[config.mk]
export PLATFORM = sky130hd
export DESIGN_NAME = gshare_pht
export DESIGN_NICKNAME = d
export VERILOG_FILES = /design/src/rtl/bp_pkg.sv /design/src/rtl/pht_sat_ctr.sv /design/src/rtl/gshare_pht.sv
export SDC_FILE = /design/constraint.sdc
export NUM_CORES = 1
export LEC_CHECK = 0
export BUFFER_PORTS_ARGS = -buffer_cell sky130_fd_sc_hd__buf_2
export CORE_UTILIZATION = 40
export CTS_CLUSTER_DIAMETER = 80
export DETAILED_ROUTE_END_ITERATION = 10
export PLACE_DENSITY_LB_ADDON = 0.25
export SKIP_CTS_REPAIR_TIMING = 1
export SYNTH_ARGS = -nofsm -noshare
export SYNTH_HDL_FRONTEND = slang
export SYNTH_HIERARCHICAL = 1
export SYNTH_SLANG_ARGS = --single-unit
[constraint.sdc]
create_clock -name i_clk -period 12 [get_ports i_clk]
set_input_delay 0.6 -clock i_clk [delete_from_list [all_inputs] [get_ports i_clk]]
set_output_delay 0.6 -clock i_clk [all_outputs]
set_load 0.02 [all_outputs]
[src/rtl/bp_pkg.sv]
// Shared types for the branch predictor slice.
// Counter encodings, FSM states and default history width.
package bp_pkg;

   localparam int GHR_W_DEF = 8;

   typedef logic [1:0] ctr_t;

   localparam ctr_t SNT = 2'd0;
   localparam ctr_t WNT = 2'd1;
   localparam ctr_t WT  = 2'd2;
   localparam ctr_t ST  = 2'd3;

   typedef enum logic {
      INIT,
      RUN
   } bp_state_e;

endpackage

[src/rtl/pht_sat_ctr.sv]
// 2-bit saturating counter next-value function.
// Taken counts up to ST, not-taken counts down to SNT.
module pht_sat_ctr
   import bp_pkg::*;
(
   input  logic [1:0] ctr_i,
   input  logic       taken_i,
   output logic [1:0] ctr_o
);

   // Step toward the resolved direction, holding at either end.
   always_comb begin
      ctr_o = ctr_i;
      if (taken_i && (ctr_i != ST)) begin
         ctr_o = ctr_i + 2'd1;
      end else if (!taken_i && (ctr_i != SNT)) begin
         ctr_o = ctr_i - 2'd1;
      end
   end

endmodule

[src/rtl/gshare_pht.sv]
// Gshare direction predictor: PHT indexed by PC ^ GHSR.
// A post-reset sweep initialises the non-resettable table.
module gshare_pht
   import bp_pkg::*;
#(
   parameter int         GHR_W   = GHR_W_DEF,
   parameter logic [1:0] RST_CNT = WNT
) (
   input  logic             i_clk,
   input  logic             i_rst_n,
   input  logic [31:0]      i_pc_F,
   output logic             o_predict_PHT,
   output logic [GHR_W-1:0] o_index_F,
   input  logic             i_update_PHT_GHSR,
   input  logic             i_actual_branch,
   input  logic [GHR_W-1:0] i_index_E,
   output logic             o_init_busy,
   output logic [GHR_W-1:0] o_ghsr
);

   localparam int DEPTH = 1 << GHR_W;
   localparam logic [GHR_W-1:0] LAST = '1;
   localparam logic [GHR_W-1:0] ONE  = {{(GHR_W-1){1'b0}}, 1'b1};

   bp_state_e        state_q, state_d;
   logic [GHR_W-1:0] ptr_q, ptr_d;
   logic [GHR_W-1:0] ghsr_q, ghsr_d;
   logic [1:0]       pht_q [DEPTH];

   logic             run;
   logic             we;
   logic [GHR_W-1:0] waddr;
   logic [1:0]       wdata;
   logic [1:0]       ctr_next;
   logic [1:0]       rd_ctr;
   logic             unused_pc;

   assign run = (state_q == RUN);

   // Control and history registers; table itself is not reset.
   always_ff @(posedge i_clk or negedge i_rst_n) begin
      if (!i_rst_n) begin
         state_q <= INIT;
         ptr_q   <= '0;
         ghsr_q  <= '0;
      end else begin
         state_q <= state_d;
         ptr_q   <= ptr_d;
         ghsr_q  <= ghsr_d;
      end
   end

   // Sweep pointer in INIT, committed history shift in RUN.
   always_comb begin
      state_d = state_q;
      ptr_d   = ptr_q;
      ghsr_d  = ghsr_q;
      unique case (state_q)
         INIT: begin
            ptr_d = ptr_q + ONE;
            if (ptr_q == LAST) begin
               state_d = RUN;
            end
         end
         RUN: begin
            if (i_update_PHT_GHSR) begin
               ghsr_d = {ghsr_q[GHR_W-2:0], i_actual_branch};
            end
         end
         default: begin
            state_d = INIT;
         end
      endcase
   end

   pht_sat_ctr u_ctr (
      .ctr_i   (pht_q[i_index_E]),
      .taken_i (i_actual_branch),
      .ctr_o   (ctr_next)
   );

   // Single write port shared by the sweep and Execute training.
   always_comb begin
      we    = !run || i_update_PHT_GHSR;
      waddr = run ? i_index_E : ptr_q;
      wdata = run ? ctr_next : RST_CNT;
   end

   // Table storage; reads below see the pre-edge value (no bypass).
   always_ff @(posedge i_clk) begin
      if (we) begin
         pht_q[waddr] <= wdata;
      end
   end

   assign o_index_F     = i_pc_F[GHR_W+1:2] ^ ghsr_q;
   assign rd_ctr        = pht_q[o_index_F];
   assign o_predict_PHT = run && rd_ctr[1];
   assign o_init_busy   = !run;
   assign o_ghsr        = ghsr_q;

   assign unused_pc = ^{i_pc_F[31:GHR_W+2], i_pc_F[1:0]};

endmodule

* Yosys cells after proc, flatten, opt, wreduce, memory -nomap -nowiden
Memories as Yosys holds them, arrays and structs flattened.
Index checks and enable logic that the tools add are counted.
** Cells by class
- Bitwise logic cells :: 1
- Add/sub/neg operators :: 3
- Multiplexer cells :: 8
- Reductions and logical operators :: 8
- Equality and inequality tests :: 2
** Operators with widths (count)
- adder 8 x 1 -> 8 bit (second input constant) :: 1
- equality test 8 bit (second input constant) :: 1
- two-way mux 8 bit :: 1
- bitwise XOR 8 bit :: 1
- two-way mux 2 bit :: 3
- two-way mux 1 bit :: 4
- logical AND 1 bit :: 3
- adder 2 x 1 -> 2 bit (second input constant) :: 1
- zero test 1 bit :: 2
- != test 2 bit (second input constant) :: 1
- AND reduction 2 bit :: 1
- nonzero test 2 bit :: 1
- subtractor 2 x 1 -> 2 bit (second input constant) :: 1
- logical OR 1 bit :: 1
** Word-level totals
- Memory bits (writable) :: 512
- Input port bits :: 44
- Bits in registers :: 17
- Memories kept :: 1
** Memory list
- pht_q :: depth 256, width 2, read ports 2, clocked after memory_dff 0, write ports 1, line gshare_pht.sv:28 : logic [1:0] pht_q [DEPTH];

* Logic depth before layout (Yosys ltp)
An unclocked memory read counts as a cell.
- Word-level depth :: 6
- Gate-level depth with buffers :: 14

* Modules after synthesis
Netlist, hierarchy kept.
** Modules (own cells, without submodules)
- gshare_pht :: area an instance 24023.0 um^2, instances 1, cells each 1412
- pht_sat_ctr :: area an instance 60.1 um^2, instances 1, cells each 7

* Worst setup path after synthesis
OpenSTA, ideal clock, no wires.
- Path type :: input -> register
- From :: input i_index_E[0]
- To :: memory pht_q[0][0], data pin
- Setup time :: 0.902 ns
- Data required time :: 11.098 ns
- Slack :: 4.358 ns
- Cell stages on the path :: 12
- Buffers on the path :: 2
- Arrival :: 6.739 ns
- Path through :: clkbuf_1 clkbuf_1 mux4_2 mux4_2 a22oi_1 nand2_1 a22oi_1 nand3_1 ha_1 mux2i_1 xnor2_1 nand2b_1
** Between the ends
- Cells in the longest elaborated chain, start to end :: 6
- Elaborated cells between the ends (all ways) :: 10
** Ends and longest elaborated chain
- from (decl) :: line gshare_pht.sv:16 : input logic [GHR_W-1:0] i_index_E,
- memory (256 x 2 bit) *
- parallel branches: the longest is 3 deep, another holds subtractor 2 x 1 -> 2 bit
- two-way mux 2 bit * :: line pht_sat_ctr.sv:14 : if (taken_i && (ctr_i != ST)) begin
- via ctr_next[0] :: line gshare_pht.sv:34 : logic [1:0] ctr_next;
- two-way mux 2 bit * :: line gshare_pht.sv:86 : wdata = run ? ctr_next : RST_CNT;
- via wdata[0] :: line gshare_pht.sv:33 : logic [1:0] wdata;
- to (decl) :: line gshare_pht.sv:28
Mark *: on every way through the listed nets, which the timed path passes.

* Worst setup path in the final report
- From :: register ghsr_q[0] (netlist: o_ghsr[0])
- To :: output o_predict_PHT
** Between the ends
- Cells in the longest elaborated chain, start to end :: 3
** Ends and longest elaborated chain
- from (decl) :: line gshare_pht.sv:27 : logic [GHR_W-1:0] ghsr_q, ghsr_d;
- from (signal assigned) :: line gshare_pht.sv:49 : ghsr_q <= ghsr_d;
- bitwise XOR 8 bit :: line gshare_pht.sv:96 : assign o_index_F = i_pc_F[GHR_W+1:2] ^ ghsr_q;
- memory (256 x 2 bit)
- logical AND 1 bit :: line gshare_pht.sv:98 : assign o_predict_PHT = run && rd_ctr[1];
- to (decl) :: line gshare_pht.sv:12 : output logic o_predict_PHT,
Every way passes these cells.

==> metrics <==
number of global-route vias before repair 13877; power share of the clock group 0.445; clock tree sinks 529; Filler Cells Inserted 5135; Core Area 0.0592 sq mm; worst r2r dst pht_q[199][0]$_DFFE_PP_; Synth top area share 0.638; htree depth 2; CP Launch Point o_ghsr[0]$_DFFE_PN0P_; sequential area share after synthesis 0.656; Sequential Power Share 0.513; Final Cycle Share 0.475; first-pass GRT wire length 93.6 mm; worst reg2reg path depth 11; Crit Path Category flip-flop to output port; Arr. time, crit path 5100 ps; Slew headroom 0.134; final WL 64.4 mm; Final Critical Period 5700 ps; Worst Setup EP o_predict_PHT; initial DRC count 1402; Net Switching 0.819 mW; Final Hold Vio Count 0; Internal Power 3.07 mW; Root Driver clkbuf_16; number of max-cap violations 0; Yosys cell types 62; Hold/Removal Path Class input port to flip-flop; Worst VDD drop 99.2 uV; Fmax 175 MHz; Initial Utilization 0.407; first drt pass iteration count 8; register area 0.0158 sq mm; Area contributors post-synth edfxtp_1 (64%), mux4_2 (17%), nor2_1 (4.2%), mux4_1 (2.6%), dfrtp_1 (1.8%); measured slew at the worst slew-check pin 1300 ps; Post-Syn Area per Cell 17.0 sq um; area delta synth->final 11.6%; post-synth top area cell edfxtp_1; I/O Pins 62; CTS tree built; largest net degree at the start of global routing 129; TritonCTS Buffers 56; initial antenna violation count 2; footprint of the multi-input gates 0.00776 sq mm; Leakage 7.59 nW; Syn Nets 1466; Yosys reg bits 529; CP startpoint kind flip-flop; EDFF count, synth 512; Total GRT Usage 0.213; Mapped Cells 1419; Crit Reg-Reg Startpoint pht_q[62][1]$_DFFE_PP_; Die Ht 247 um; maximum buffer depth of the clock tree 3; Port-buffer cells 37; routed vias 13799; final core occ 0.454; vias per cell 6.08; Comb power frac 0.042; status finished, violations left; clock-pin slew on the worst setup and hold paths 60 ps; critical path endpoint category output port; DRC Markers 16; RSZ-0062 raised after global routing false; Slew Limit Fails 0; Setup TNS 0 ps; GP Congestion 0.833; hold wc startpoint i_actual_branch; WL per Instance 28.4 um; chip width 247 um; layout cell share with drive strength beyond 1 0.244; dpl hpwl 39.2 mm; Synth Cell Area 0.0241 sq mm; Rows 89; Async SR Flop Fraction 0.0321; failing checks DRC; total gr overflow 0; post-route ant nets 0; areal power density over the cells 145 mW/mm^2; fin nets 1499; Skew-Pair Late Insertion Delay 610 ps; Req. time, crit path 11400 ps; number of setup violations in the final report 0; top_reg_cell synth edfxtp_1; clk_skew 19.6 ps; r2r setup slk 7370 ps; die area 0.0612 sq mm; crit path max fanout 51; Net Sw Frac 0.211; synth warn 6
state kept, by name, summed over array words and instances (netlist names):
register,count
ptr_q,8
run,1
o_ghsr,8
pht_q,512
cell families after synthesis:
kind of cell / synth area share
mux: 0.210
compound gates: 0.0273
flops: 0.656
fa+ha+maj: 0.00156
simple gates: 0.0743
xor+xnor: 0.00722
buf+inv: 0.0240
worst max-delay path, stage by stage (launching register included):
cell and delay, ps:
dfrtp_1 460, xnor2_4 170, buf_4 270, inv_4 560, buf_4 830, mux4_1 670, a221oi_1 570, nor3_1 90
nor3_1 350, a311oi_2 230, buf_2 210
synthesized netlist by cell type (5+ instances only):
library cell,count
o21ai_0,12
nor2_1,269
buf_1,10
mux2i_1,19
a22o_1,6
mux2_2,11
clkbuf_1,54
a31oi_1,6
buf_4,5
nand2_1,109
and2_1,5
nand2b_1,7
edfxtp_1,512
buf_2,19
a22oi_1,19
dfrtp_1,17
inv_1,10
nand4_1,6
xnor2_1,8
a32oi_1,9
buf_12,5
mux4_2,180
xor2_1,5
nand3_1,22
mux4_1,24
metal layers:
metal / GRT usage / up-vias / part of all wire
li1: - / 5754 / -
met1: 0.306 / 7312 / 0.43
met2: 0.329 / 616 / 0.47
met3: 0.0408 / 115 / 0.075
met4: 0.0713 / 2 / 0.029
met5: 0 / - / 0.00020
layout make-up:
class | instances | share of cell area
Inverter | 12 | 0.00177
Multi-Input combinational cell | 780 | 0.289
Clock inverter | 29 | 0.0104
Sequential cell | 529 | 0.588
Timing Repair Buffer | 73 | 0.0176
Clock buffer | 71 | 0.0573
Antenna cell | 1 | 0.0000931
Tap cell | 773 | 0.0360
worst min path at each step:
stage,endpoint,slack (ps),depth (start not counted)
6_report,o_ghsr[0]$_DFFE_PN0P_,390,2
5_1_grt,o_ghsr[0]$_DFFE_PN0P_,390,2
4_1_cts,ptr_q[0]$_DFFE_PN0N_,-40,1
3_5_place_dp,ptr_q[5]$_DFFE_PN0N_,540,1
3_3_place_gp,ptr_q[5]$_DFFE_PN0N_,540,1
2_1_floorplan,o_ghsr[0]$_DFFE_PN0P_,300,0
cells in the final DEF, fill, tap and decap left out, types with 7 or more instances in the layout:
| master | instances |
|---|---|
| a22oi_1 | 19 |
| a32oi_1 | 9 |
| buf_2 | 35 |
| buf_4 | 35 |
| clkbuf_1 | 8 |
| clkbuf_16 | 57 |
| clkinv_1 | 7 |
| clkinv_2 | 11 |
| dfrtp_1 | 17 |
| edfxtp_1 | 512 |
| inv_1 | 10 |
| mux2_2 | 11 |
| mux2i_1 | 19 |
| mux4_1 | 24 |
| mux4_2 | 180 |
| nand2_1 | 109 |
| nand3_1 | 22 |
| nor2_1 | 269 |
| o21ai_0 | 12 |
| xnor2_1 | 8 |
through the flow:
stage | cell area (sq um) | cells | hold slack, ps | power [mW] | setup WS (ps)
after CTS | 26900 | 2266 | -35.5 | 3.91 | 6250
after global placement | 25000 | 2166 | 538 | 2.19 | 5720
after detailed placement | 25000 | 2166 | 536 | 2.19 | 5670
after global routing | 26900 | 2267 | 388 | 3.98 | 5870
after floorplan | 24100 | 1419 | 304 | 2.14 | 4360
final | 26900 | 2268 | 388 | 3.88 | 6300
power groups by stage:
stage | sequential [mW] | clock (mW) | combinational (mW)
2_1_floorplan | 2.03 | 0 | 0.111
3_3_place_gp | 2.03 | 0 | 0.161
3_5_place_dp | 2.03 | 0 | 0.161
4_1_cts | 1.99 | 1.76 | 0.161
5_1_grt | 1.99 | 1.82 | 0.170
6_report | 1.99 | 1.73 | 0.161
Power figures use the tool's default switching activity.
